### src/rtl/fence_board_if.sv
// rtl/fence_board_if.sv - request/response, counter status and fence handshake bundle for fence_board
interface fence_board_if #(
    parameter int NUM_WARP = 8,
    parameter int WID_W    = $clog2(NUM_WARP)
);
    logic                req_valid;
    logic [WID_W-1:0]    req_wid;
    logic                rsp_valid;
    logic [WID_W-1:0]    rsp_wid;
    logic [NUM_WARP-1:0] full;
    logic [NUM_WARP-1:0] empty;
    logic                fence_valid;
    logic [WID_W-1:0]    fence_wid;
    logic                fence_ready;
    logic [NUM_WARP-1:0] fence_busy;
    logic                done_valid;
    logic [WID_W-1:0]    done_wid;
    logic                done_ready;

    modport master (
        output req_valid, req_wid, rsp_valid, rsp_wid,
        output fence_valid, fence_wid, done_ready,
        input  full, empty, fence_ready, fence_busy, done_valid, done_wid
    );

    modport slave (
        input  req_valid, req_wid, rsp_valid, rsp_wid,
        input  fence_valid, fence_wid, done_ready,
        output full, empty, fence_ready, fence_busy, done_valid, done_wid
    );
endinterface

### src/rtl/fence_board.sv
// rtl/fence_board.sv - per-warp outstanding-request counters with a single-fence sequencer
// Optional sticky illegal-event flag err when FENCE_BOARD_ERR_EN is defined.
module fence_board #(
    parameter int NUM_WARP = 8,
    parameter int DEPTH    = 4,
    parameter int WID_W    = $clog2(NUM_WARP),
    parameter int CNT_W    = $clog2(DEPTH + 1)
) (
    input  logic clk,
    input  logic rst_n,
`ifdef FENCE_BOARD_ERR_EN
    output logic err,
`endif
    fence_board_if.slave bus
);

    typedef enum logic [1:0] {
        S_IDLE,
        S_WAIT,
        S_DONE
    } state_t;

    logic [CNT_W-1:0]    count [NUM_WARP];
    logic [NUM_WARP-1:0] full_v;
    logic [NUM_WARP-1:0] empty_v;
    logic                req_acc;
    logic                rsp_acc;

    state_t              state;
    logic [WID_W-1:0]    wid_q;
    logic                fence_ready_q;
    logic [NUM_WARP-1:0] busy_q;
    logic                done_valid_q;
    logic [WID_W-1:0]    done_wid_q;

    always_comb begin
        full_v  = '0;
        empty_v = '0;
        for (int w = 0; w < NUM_WARP; w++) begin
            full_v[w]  = (count[w] == CNT_W'(DEPTH));
            empty_v[w] = (count[w] == '0);
        end
    end

    assign req_acc = bus.req_valid & ~full_v[bus.req_wid];
    assign rsp_acc = bus.rsp_valid & ~empty_v[bus.rsp_wid];

    // A request and response hitting the same warp in one cycle cancel out.
    always_ff @(posedge clk or negedge rst_n) begin
        if (!rst_n) begin
            for (int w = 0; w < NUM_WARP; w++) begin
                count[w] <= '0;
            end
        end else begin
            for (int w = 0; w < NUM_WARP; w++) begin
                if (req_acc && (bus.req_wid == WID_W'(w)) &&
                    !(rsp_acc && (bus.rsp_wid == WID_W'(w)))) begin
                    count[w] <= count[w] + 1'b1;
                end else if (rsp_acc && (bus.rsp_wid == WID_W'(w)) &&
                             !(req_acc && (bus.req_wid == WID_W'(w)))) begin
                    count[w] <= count[w] - 1'b1;
                end
            end
        end
    end

    always_ff @(posedge clk or negedge rst_n) begin
        if (!rst_n) begin
            state         <= S_IDLE;
            wid_q         <= '0;
            fence_ready_q <= 1'b1;
            busy_q        <= '0;
            done_valid_q  <= 1'b0;
            done_wid_q    <= '0;
        end else begin
            case (state)
                S_IDLE: begin
                    if (bus.fence_valid) begin
                        state         <= S_WAIT;
                        wid_q         <= bus.fence_wid;
                        fence_ready_q <= 1'b0;
                        busy_q        <= NUM_WARP'(1) << bus.fence_wid;
                    end
                end
                S_WAIT: begin
                    // Requests still arriving for wid_q keep us here until they drain.
                    if (empty_v[wid_q]) begin
                        state        <= S_DONE;
                        done_valid_q <= 1'b1;
                        done_wid_q   <= wid_q;
                    end
                end
                S_DONE: begin
                    if (bus.done_ready) begin
                        state         <= S_IDLE;
                        done_valid_q  <= 1'b0;
                        fence_ready_q <= 1'b1;
                        busy_q        <= '0;
                    end
                end
                default: begin
                    state         <= S_IDLE;
                    done_valid_q  <= 1'b0;
                    fence_ready_q <= 1'b1;
                    busy_q        <= '0;
                end
            endcase
        end
    end

`ifdef FENCE_BOARD_ERR_EN
    always_ff @(posedge clk or negedge rst_n) begin
        if (!rst_n) begin
            err <= 1'b0;
        end else if ((bus.req_valid && full_v[bus.req_wid]) ||
                     (bus.rsp_valid && empty_v[bus.rsp_wid])) begin
            err <= 1'b1;
        end
    end
`endif

    assign bus.full        = full_v;
    assign bus.empty       = empty_v;
    assign bus.fence_ready = fence_ready_q;
    assign bus.fence_busy  = busy_q;
    assign bus.done_valid  = done_valid_q;
    assign bus.done_wid    = done_wid_q;

endmodule
### src/flat_wrapper.sv
// flat-port wrapper written by rule: the top's interface ports become plain ports
module fence_board_flat 
#(
    parameter int NUM_WARP = 8,
    parameter int DEPTH    = 4,
    parameter int WID_W    = $clog2(NUM_WARP),
    parameter int CNT_W    = $clog2(DEPTH + 1)
)
  (clk, rst_n, bus_req_valid, bus_req_wid, bus_rsp_valid, bus_rsp_wid, bus_fence_valid, bus_fence_wid, bus_done_ready, bus_full, bus_empty, bus_fence_ready, bus_fence_busy, bus_done_valid, bus_done_wid);
  fence_board_if #(.NUM_WARP(NUM_WARP), .WID_W(WID_W)) bus_i ();
  input  logic clk;
  input  logic rst_n;
  input wire logic [$bits(bus_i.req_valid)-1:0] bus_req_valid;
  input wire logic [$bits(bus_i.req_wid)-1:0] bus_req_wid;
  input wire logic [$bits(bus_i.rsp_valid)-1:0] bus_rsp_valid;
  input wire logic [$bits(bus_i.rsp_wid)-1:0] bus_rsp_wid;
  input wire logic [$bits(bus_i.fence_valid)-1:0] bus_fence_valid;
  input wire logic [$bits(bus_i.fence_wid)-1:0] bus_fence_wid;
  input wire logic [$bits(bus_i.done_ready)-1:0] bus_done_ready;
  output wire logic [$bits(bus_i.full)-1:0] bus_full;
  output wire logic [$bits(bus_i.empty)-1:0] bus_empty;
  output wire logic [$bits(bus_i.fence_ready)-1:0] bus_fence_ready;
  output wire logic [$bits(bus_i.fence_busy)-1:0] bus_fence_busy;
  output wire logic [$bits(bus_i.done_valid)-1:0] bus_done_valid;
  output wire logic [$bits(bus_i.done_wid)-1:0] bus_done_wid;
  assign bus_i.req_valid = bus_req_valid;
  assign bus_i.req_wid = bus_req_wid;
  assign bus_i.rsp_valid = bus_rsp_valid;
  assign bus_i.rsp_wid = bus_rsp_wid;
  assign bus_i.fence_valid = bus_fence_valid;
  assign bus_i.fence_wid = bus_fence_wid;
  assign bus_i.done_ready = bus_done_ready;
  assign bus_full = bus_i.full;
  assign bus_empty = bus_i.empty;
  assign bus_fence_ready = bus_i.fence_ready;
  assign bus_fence_busy = bus_i.fence_busy;
  assign bus_done_valid = bus_i.done_valid;
  assign bus_done_wid = bus_i.done_wid;
  fence_board #(.NUM_WARP(NUM_WARP), .DEPTH(DEPTH), .WID_W(WID_W), .CNT_W(CNT_W)) u_core (.clk(clk), .rst_n(rst_n), .bus(bus_i));
endmodule
### config.mk
export PLATFORM = sky130hd
export DESIGN_NAME = fence_board_flat
export DESIGN_NICKNAME = d
export VERILOG_FILES = /design/src/rtl/fence_board_if.sv /design/src/rtl/fence_board.sv /design/src/flat_wrapper.sv
export SDC_FILE = /design/constraint.sdc
export NUM_CORES = 1
export LEC_CHECK = 0
export BUFFER_PORTS_ARGS = -buffer_cell sky130_fd_sc_hd__buf_2
export CAP_MARGIN = 20
export CORE_ASPECT_RATIO = 0.9
export CORE_MARGIN = 3
export CORE_UTILIZATION = 40
export CTS_BUF_LIST = sky130_fd_sc_hd__clkbuf_8
export DETAILED_ROUTE_END_ITERATION = 16
export PLACE_DENSITY = 0.75
export SLEW_MARGIN = 15
export SYNTH_ARGS = -nofsm -noshare
export SYNTH_HDL_FRONTEND = slang
export SYNTH_SLANG_ARGS = --single-unit
export TNS_END_PERCENT = 100
### constraint.sdc
create_clock -name clk -period 1.8 [get_ports clk]
set_input_delay 0.36 -clock clk [delete_from_list [all_inputs] [get_ports clk]]
set_output_delay 0.36 -clock clk [all_outputs]
set_load 0.05 [all_outputs]
# Word-level counts from Yosys, hierarchy flattened

Index checks and enable logic that the tools add are counted.

Flip-flop bits (word level): 42
Latch bits: 0
Memory bits (writable): 0
Bits in read-only memories: 0
Bits of input ports: 15
Output and inout bits: 29
Word-level logic and storage cells: 174
Memories kept: 0

Add/sub/neg operators: 16
Multipliers: 0
Div/mod/pow operators: 0
Magnitude comparators: 3
Eq/ne operators: 27
Shifts and indexed selects: 1
Multiplexer cells: 35
Bitwise gates (word level): 6
Reduce and logical (&&, ||, !) cells: 72

Operators with widths:

| kind                                                       | count |
|---|---|
| equality test 3 bit, second input constant                 | 16 |
| two-way mux 3 bit                                          | 16 |
| logical AND 1 bit                                          | 32 |
| logical NOT 3 bit                                          | 10 |
| adder 3 x 1 -> 3 bit, second input constant                | 8 |
| one-hot mux 8 bit (3 select lines)                         | 1 |
| subtractor 3 x 1 -> 3 bit, second input constant           | 8 |
| logical NOT 1 bit                                          | 16 |
| two-way mux 8 bit                                          | 2 |
| nonzero test 2 bit                                         | 8 |
| equality test 3 x 2 -> 1 bit, second input constant        | 4 |
| less-than comparator 3 x 4 -> 1 bit, second input constant | 3 |
| binary-select mux 1 bit (select 3 bit)                     | 3 |
| AND reduction 3 bit                                        | 3 |
| left shift 1 x 3 -> 8 bit, first input constant            | 1 |
| two-way mux 1 bit                                          | 7 |
| equality test 3 x 1 -> 1 bit, second input constant        | 2 |
| two-way mux 2 bit                                          | 3 |
| one-hot mux 1 bit (3 select lines)                         | 2 |
| one-hot mux 2 bit (3 select lines)                         | 1 |
| inequality test 2 bit, second input constant               | 2 |
| NOT 1 bit                                                  | 4 |
| AND reduction 2 bit                                        | 2 |
| AND 1 bit                                                  | 2 |
| 4 further kinds                                            | 4 |

# Logic depth before layout (Yosys ltp)

Gate-level depths: netlist (run 1).

Depth after elaboration: 10
Mapped depth: 8
Mapped depth without buffers: 8

# Least setup slack after synthesis (run 1)

OpenSTA, ideal clock, no wires.

Path kind: flip-flop to flip-flop
Start point: reg u_core.count[6] (netlist name)
End point: reg u_core.count[7] (netlist name)
Setup time: 0.125 ns
Arrival: 2.825 ns
Required time: 1.675 ns
Slack: -1.149 ns
Stages on the path, launching flop included: 7
Path buffers: 0
Clock period less this slack: 2.949 ns
Cell sequence: dfrtp_1 nor3b_1 nor3_1 ha_1 inv_1 fa_1 mux2_2

Longest elaborated chain between the ends: 9
Elaborated cells on any way between the ends: 21
Those cells by class: add/sub (2); eq/ne (1); mux (6); bitwise (4); reduce/logical (8)

Ends and longest elaborated chain:

| item                                        | line                                 | source |
|---|---|---|
| start: declaration                          | fence_board.sv:23                    | `logic [CNT_W-1:0] count [NUM_WARP];` |
| start signal: indexed assignment            | fence_board.sv:58                    | `count[w] <= count[w] + 1'b1;` |
| start signal: indexed assignment            | fence_board.sv:61                    | `count[w] <= count[w] - 1'b1;` |
| equality test 3 bit (*)                     | fence_board.sv:40                    | `full_v[w] = (count[w] == CNT_W'(DEPTH));` |
| via bus_full[5]                             | flat_wrapper.sv:20                   | `output wire logic [$bits(bus_i.full)-1:0] bus_full;` |
| binary-select mux 1 bit (select 3 bit) (*)  | fence_board.sv:45                    | `assign req_acc = bus.req_valid & ~full_v[bus.req_wid];` |
| two-way mux 1 bit (not written as such) (*) | fence_board.sv:45                    |  |
| NOT 1 bit (*)                               | fence_board.sv:45                    |  |
| AND 1 bit (*)                               | fence_board.sv:45                    |  |
| logical AND 1 bit (*)                       | fence_board.sv:56, fence_board.sv:60 |  |
| logical NOT 1 bit                           | fence_board.sv:60                    | `!(req_acc && (bus.req_wid == WID_W'(w)))) begin` |
| logical AND 1 bit                           | fence_board.sv:59                    | `end else if (rsp_acc && (bus.rsp_wid == WID_W'(w)) &&` |
| nonzero test 2 bit (no line)                | -                                    |  |

Mark *: on every way through the listed nets, which the timed path passes. The rest lies on a longest branch. The select of a mux whose other input is x is not followed.
A chain may end at the register's enable or synchronous reset.

# Worst setup path in the final report (run 1)

Start point: reg u_core.count[17] (netlist name)
End point: reg u_core.count[16] (netlist name)

Longest elaborated chain between the ends: 9
Elaborated cells on any way between the ends: 18
Those cells by class: eq/ne (1); mux (5); bitwise (4); reduce/logical (8)

Ends and longest elaborated chain:

| item                                                              | line |
|---|---|
| equality test 3 bit or logical NOT 3 bit (tied branches)          | fence_board.sv:40, fence_board.sv:41 |
| binary-select mux 1 bit (select 3 bit), on equally long branches  | fence_board.sv:45, fence_board.sv:46 |
| two-way mux 1 bit, on equally long branches                       | fence_board.sv:45, fence_board.sv:46 |
| NOT 1 bit, on equally long branches                               | fence_board.sv:45, fence_board.sv:46 |
| AND 1 bit, on equally long branches                               | fence_board.sv:45, fence_board.sv:46 |
| logical AND 1 bit, on equally long branches                       | - |
| logical NOT 1 bit, on equally long branches                       | fence_board.sv:60, fence_board.sv:57 |
| logical AND 1 bit, on equally long branches                       | fence_board.sv:59, fence_board.sv:56 |
| nonzero test 2 bit (no line) or two-way mux 3 bit (tied branches) | - |

Parallel ways exist; a longest one is shown, timed or not. The select of a mux whose other input is x is not followed.

==> summary.md, run 1 <==
The run gives 7.21 mW as the total power draw. At the end of the flow the core is filled with cells to 67.1%. For this block, the initial DRC count from the detailed router was 111.

After legalization and detailed placement, the total HPWL measured 4350 µm. The repair_antennas step left the layout with diodes totalling 0. Wires add up to 6290 µm. In the final layout, the share of cells above drive strength 1 is 64.1%. Among all flip-flop cells after synthesis, the most frequent one is sky130_fd_sc_hd__dfrtp_1.

The achievable frequency is 0.501 GHz, and the number of rows created at floorplan is 26. The clock transition at the register clock pins on the worst setup and hold paths after CTS is 0.09 ns, and the number of register bits inferred by synthesis is 42. The tools report the wire length on met1 as 2710 µm. For the floorplan die area, the log shows 0.00695 mm². Placeable core area: 0.00573 mm². The critical path class was register to register. The actual slew at the worst max-slew pin works out to 0.433 ns.

The initial antenna violation count is 0. VDD sags by at most 0.00106 V. Setup repair after global routing could not meet its margin everywhere. At the worst endpoint, the arrival time is 2.18 ns.

The number of placed instances, taps included, is 385. From bottom edge to top edge, the die measures 79.4 µm. The maximum number of pins on one net before global-route repair is 21, and the total length of routed met3 wires is 213 µm.

The run gives 71.1% as the max-slew headroom at the worst pin. Yosys attributes the largest share of cell area to sky130_fd_sc_hd__dfrtp_1 (43%), sky130_fd_sc_hd__fa_1 (6.7%), sky130_fd_sc_hd__xor2_1 (5.9%). The longest clock path from root to sink contains 2 buffers. Setup violations remaining at the end of the flow were counted as 17.

The run gives 413 as the non-filler instance count after layout. Root buffer selected by CTS: sky130_fd_sc_hd__clkbuf_8. The post-synthesis instance area was 0.00239 mm²; the worst-skew pair later-pin latency was 0.30 ns. The level count of the clock H-tree is 2, and the top-area cell type share of the netlist area is 42.9%.

Routed wire length on met2: 3260 µm. STA classifies the critical path endpoint as a register. The via count of the first global-routing pass was 2153. Final hold violation count: 0. Post-route DRC violation count: 0. The detail route stage leaves a number of antenna-violating nets equal to 0.

The filler cells instantiated in the layout total 392. Post-route fraction of the period consumed by the critical path: 111%. First-pass GRT wire length: 10300 µm.

The final reports fail on setup timing. The clock drives 42 sinks. The count of nets after finishing was 373.

Summed over all cells, the static leakage comes to 1.76 nW. The max-cap violation count came out at 0. The most common cell in the synthesized netlist is sky130_fd_sc_hd__dfrtp_1. CTS buffer count: 5. Along the worst path, the maximum fanout reaches 2.

For this run, asynchronously set or reset flops after synthesis account for 100%. The number of max-slew violations in the final report came out at 0. The tools report the post-synthesis net count as 245.

After detailed routing, no signal wire sits above met4. The worst-case clock skew is 0.00918 ns, and the initial standard-cell utilization of the core is 41.8%. The synthesized design contains 0 enable-type register cells. Power spread over the standard cell area amounts to 1880 mW/mm². The area growth from synthesis to layout was 60.5%; the global placement routability congestion was 0.788. The total overflow left after global routing is 0. Of the synthesized area, sequential elements account for 44.0%. Number of placed I/O pins: 44. Global routing used 19.0% of the available tracks across all layers.

For this run, the detailed router's first-pass iteration total came to 4. For the final worst slack, the log shows -0.197 ns. Summed over all instances, the cell type with the most area after synthesis is sky130_fd_sc_hd__dfrtp_1.

The routed via count divided by cell count came out at 5.15. TritonCTS built the clock tree. For the worst setup path, the data required time is 1.98 ns. Count of buffers inserted at the top-level ports: 43. The flow ran to the end, but the final reports show violations. For this block, the via count after detailed routing is 2126. The mean area per synthesized cell is 11.2 µm², and the number of unique standard cell types used by synthesis is 42. The number of synthesis warnings was 0. The die is 87.5 µm wide.

By count the netlist is led by sky130_fd_sc_hd__dfrtp_1 (41), sky130_fd_sc_hd__nand2_1 (20), sky130_fd_sc_hd__xor2_1 (16). The element type at the critical path start is a register. Clock period minus worst slack: 2.00 ns. For the post-synthesis cell count, the log shows 214. Dividing the detail-routed wire length by the instance count gives 15.2 µm.

Path class of the lowest-slack min-delay path: input port to register.
[per-stage QoR]
| step | worst slack (ns) | TNS (ns) | hold WS (ns) | instance area (µm²) |
|---|---|---|---|---|
| floorplan | -0.410 | -6.25 | 0.0644 | 2610 |
| global placement | -0.349 | -3.29 | 0.272 | 3360 |
| detailed placement | -0.376 | -3.84 | 0.275 | 3360 |
| CTS | -0.213 | -1.42 | 0.303 | 3640 |
| global route | -0.255 | -2.83 | 0.324 | 3840 |
| finish | -0.197 | -1.47 | 0.312 | 3840 |
[repair_timing]
item                                    CTS  global route
buffers inserted                         11             8
pin swaps                                38            23
resized for setup                        20            33
endpoints found under the setup margin   19            24
hold endpoints to repair                 12             0
cloned                                    0             0
hold buffers                              1             0
[metal layers]
layer	track usage, %	up-vias
met2	31.5	47
li1	-	1005
met4	4.45	0
met5	0	-
met1	25.7	1062
met3	3.61	12
[final timing paths]
check	startpoint	end	slack, ns	depth (start not counted)
min reg2reg	u_core.bus.fence_busy[6]	u_core.bus.fence_busy[6]	0.47	2
min in group asynchronous	rst_n	u_core.bus.fence_busy[2]	0.48	2
max in group asynchronous	rst_n	u_core.bus.fence_ready	0.82	3
max	u_core.count[17]	u_core.count[16]	-0.20	6
max reg2reg	u_core.count[17]	u_core.count[16]	-0.20	6
min	bus_fence_wid[0]	u_core.bus.fence_busy[4]	0.31	2
[report_power, final]
group          switching [mW]  internal [mW]  total, mW
clock network           0.343          0.416      0.758
registers               0.611           1.42       2.03
logic                    2.28           2.15       4.43
[worst max-delay path, stage by stage, from the launching register on]
cell	delay [ns]
sky130_fd_sc_hd__dfrtp_1	0.40
sky130_fd_sc_hd__nor3_4	0.07
sky130_fd_sc_hd__or4_4	0.50
sky130_fd_sc_hd__ha_4	0.19
sky130_fd_sc_hd__inv_2	0.05
sky130_fd_sc_hd__fa_2	0.41
sky130_fd_sc_hd__mux2_4	0.27
[cell usage in the layout, fill, tap and decap left out, drive strengths merged, types with 3 or more instances in the layout]
master / synthesis / layout
buf: 2 / 119
dfrtp: 41 / 41
nand2: 20 / 20
xor2: 16 / 16
nor3: 15 / 15
inv: 12 / 13
mux2: 13 / 13
nor2: 12 / 12
clkbuf: 1 / 9
nor3b: 8 / 8
xnor2: 8 / 8
fa: 8 / 8
ha: 8 / 8
o31ai: 6 / 6
nand2b: 5 / 5
nor2b: 5 / 5
nor4: 4 / 4
a21oi: 3 / 3
nand3b: 3 / 3
or3b: 3 / 3
o21ai: 3 / 3
[sequential cells by signal, indices dropped and copies added (netlist names)]
name	count
u_core.state	2
u_core.bus.done_valid	1
u_core.bus.done_wid	3
u_core.bus.fence_ready	1
u_core.bus.fence_busy	8
u_core.count	24
u_core.wid_q	3
[cell families (layout without fill, tap and decap cells)]
| family | count (synthesis) | count (layout) | synth area share (%) |
|---|---|---|---|
| and+or+nand+nor | 81 | 81 | 20.5 |
| DFF | 42 | 42 | 44.0 |
| xor gates and xnor gates | 24 | 24 | 8.78 |
| AOI/OAI and AO/OA | 22 | 22 | 6.64 |
| adders and majority gates | 16 | 16 | 10.9 |
| buffers and inverters | 15 | 144 | 2.56 |
| muxes | 14 | 14 | 6.69 |
[area by class of cell]
class | count | area (µm²) | share of cell area [%]
multi-input combinational | 157 | 1630 | 42.3
sequential | 42 | 1070 | 27.9
timing repair buffer | 124 | 898 | 23.4
tap | 70 | 87.6 | 2.28
clock buffer | 5 | 68.8 | 1.79
inverter | 12 | 45.0 | 1.17
clock inverter | 3 | 43.8 | 1.14
Power figures use the tool's default switching activity.
==> inputs of run 2 (changes only) <==
Settings changed: CELL_PAD_IN_SITES_DETAIL_PLACEMENT set to 1, CELL_PAD_IN_SITES_GLOBAL_PLACEMENT set to 2, CORE_UTILIZATION 40 to 34, PLACE_DENSITY 0.75 to 0.91.
==> summary.md, run 2 (same netlist as run 1, synthesis figures left out) <==
The run finished, with violations left. The checks that failed: setup timing. The tools report the antenna diode count as 0.

Leaving out fill and tap cells, the most frequent cell in the layout is sky130_fd_sc_hd__buf_4. CTS built an H-tree with a depth of 2. The critical path class was register to register.

The die is 94.4 µm wide. The data arrival at the endpoint of the critical path is 2.24 ns. After the first detailed-routing iteration, the DRC count stood at 114. Number of buffers on the longest clock path: 2.

Busiest metal layer after global routing: met2. The filler cells instantiated in the layout total 710. For this design the static power due to leakage is 1.78 nW. In the global route stage, met2 resource usage came out at 42.2%.

Timing analysis after detailed placement gives a worst setup slack of -0.373 ns. The buffers plus inverters on the worst setup path was 1; the global placement routability congestion was 0.768. Of the available clock period, the critical path in the final layout requires 114%.

The count of buffers inserted at the top-level ports came out at 43. The run gives 0 as the residual antenna-violating net count after detailed routing. The tools report the number of rows created at floorplan as 28. The clock period minus worst slack came out at 2.05 ns. Placed instance area: 0.00339 mm². In the layout the commonest cells are sky130_fd_sc_hd__buf_4 (78), sky130_fd_sc_hd__buf_2 (32), sky130_fd_sc_hd__dfrtp_1 (23), sky130_fd_sc_hd__nand2_1 (19), sky130_fd_sc_hd__dfrtp_2 (18).

The logs give 0 for the final hold violation count and 72.9% for the max-slew headroom at the worst pin. The initial antenna violation count was 0; the initial standard-cell utilization of the core was 35.8%. For this run, design rule violations remaining after detail routing come to 0. The global-route met1 utilization came out at 25.7%. The die is 85.6 µm tall.

The routed wirelength normalized by instance count was 20.8 µm; the clock transition at the register clock pins on the worst setup and hold paths after CTS was 0.09 ns. For the global-route met3 utilization, the log shows 3.95%. For the worst-skew pair later-pin latency, the log shows 0.31 ns.

Cells fill 59.4% of the core in the end. Among cell families on the critical path, the largest total delay comes from adder cells. Static timing analysis puts the maximum clock frequency at 0.488 GHz.

The actual slew at the worst max-slew pin is 0.407 ns, and the maximum fanout along the worst path is 3. For the overflow left after global routing, the log shows 0. Total power for the finished layout comes to 7.67 mW.

Hold repair after CTS inserted 0 buffers. The region available for standard cell placement spans 0.00669 mm². The power density relative to cell area is 1930 mW/mm². Final hold analysis gives a worst-case slack of 0.0138 ns. The path class of the lowest-slack min-delay path is input port to async pin.

The via count of the first global-routing pass is 2507. The tree is rooted in a sky130_fd_sc_hd__clkbuf_8. The count of nets after finishing is 377. Cell at the slowest stage of the critical path: sky130_fd_sc_hd__or4b_1.

Setup repair after global routing could not meet its margin everywhere. The number of placed I/O pins was 44; the first-pass GRT wire length was 13600 µm. The max-cap violation count was 0. The critical path's largest stage delay came out at 0.47 ns. The area growth from synthesis to layout was 66.1%; the first-pass iteration count of the detailed router was 4. For this run, the total global-route usage over all layers was measured as 22.5%. Across the VDD grid, the largest voltage drop is 0.000761 V. The tree built by TritonCTS fans out to 42 sinks. The routed layout has 2211 vias. The proportion of layout cells with a drive suffix above 1 was 66.3%. For the total wirelength of the detailed-routed design, the log shows 9100 µm.

The tools report the element type at the critical path start as a register. Endpoint required time on the critical path: 1.99 ns. The sequential cell area came out at 0.00107 mm². Routed via count divided by cell count: 5.06.

The tools report the sort of element at the end of the critical path as a register. The number of clock buffers added by TritonCTS is 5. The multi-input combinational cells in the finished layout cover a total of 0.00168 mm². TritonCTS built the clock tree.

The logs give -0.251 ns for the final worst slack and 0 for the number of max-slew violations in the final report. On the final layout, the worst clock skew is 0.0101 ns. The floorplan die area was 0.00808 mm². The signal on the critical path passes through nor3_4 -> or4b_1 -> ha_2 -> inv_2 -> fa_2 -> mux2_2.

The register with the most flip-flops in the layout has 24 of them. Entering global routing, the biggest net connects 43 pins. The run gives 5190 µm as the final HPWL from detailed placement. The register with the most flip-flops in the final layout is u_core.count.

The logs give 0.00398 mm² for the final instance area and 21 for the total of endpoints with negative setup slack in the final report.
==> run 2: cell count changes in the layout (fill, tap and decap cells not counted), moves of 2 or more <==
cell and change:
sky130_fd_sc_hd__nor3_2 -2, sky130_fd_sc_hd__clkbuf_4 -2, sky130_fd_sc_hd__buf_4 +4, sky130_fd_sc_hd__buf_2 -2, sky130_fd_sc_hd__buf_8 +3, sky130_fd_sc_hd__nor3_4 +2, sky130_fd_sc_hd__mux2_4 -3, sky130_fd_sc_hd__mux2_2 +2
==> run 2: cell type report <==
class | count | area share [%]
inverter | 12 | 1.20
clock inverter | 2 | 0.315
clock buffer | 6 | 2.08
multi-input combinational | 157 | 42.1
sequential | 42 | 27.0
tap | 90 | 2.83
timing repair buffer | 128 | 24.4
==> run 2: timing repair <==
action,in CTS,in global routing
endpoints found under the setup margin,19,30
pin swaps,28,24
setup buffers,15,12
resized for setup,32,40
gates cloned,0,0
==> run 2: power by group <==
| group | total [mW] | internal, mW | leakage, nW | switching [mW] |
|---|---|---|---|---|
| combinational | 4.90 | 2.33 | 1.24 | 2.57 |
| clock | 0.663 | 0.309 | 0.0472 | 0.354 |
| sequential | 2.10 | 1.42 | 0.493 | 0.687 |
| total | 7.67 | 4.06 | 1.78 | 3.61 |
==> run 2: worst reg2reg max path: stages, from the launching register on <==
cell and delay, ns:
sky130_fd_sc_hd__dfrtp_1 0.43, sky130_fd_sc_hd__nor3_4 0.07, sky130_fd_sc_hd__or4b_1 0.48, sky130_fd_sc_hd__ha_2 0.22, sky130_fd_sc_hd__inv_2 0.06, sky130_fd_sc_hd__fa_2 0.42
sky130_fd_sc_hd__mux2_2 0.28
==> run 2: through the flow <==
| step | setup TNS (ns) | cells |
|---|---|---|
| final | -2.62 | 437 |
| after global routing | -4.20 | 437 |
| after CTS | -1.82 | 428 |
| after detailed placement | -4.42 | 405 |
| after global placement | -3.51 | 405 |
| after floorplan | -6.25 | 214 |
==> run 2: layer usage <==
layer	share of wire (%)	wire length [µm]	vias to the layer above
met1	39	3570	1124
met5	0	0	-
met3	2.5	228	25
li1	-	-	1012
met2	54	4950	50
met4	3.8	345	0
==> run 2: path summary, 6_finish.rpt <==
path / start / endpoint / slack [ns] / cells after the start
worst max-delay path: u_core.count[23] / u_core.count[22] / -0.25 / 6
worst max register to register: u_core.count[23] / u_core.count[22] / -0.25 / 6
max in group asynchronous: rst_n / u_core.bus.fence_ready / 1.54 / 2
worst min-delay path: rst_n / u_core.bus.done_wid[2] / 0.01 / 2
min in group clk: bus_fence_wid[1] / u_core.bus.fence_busy[0] / 0.32 / 2
worst min register to register: u_core.bus.fence_busy[3] / u_core.bus.fence_busy[3] / 0.49 / 2
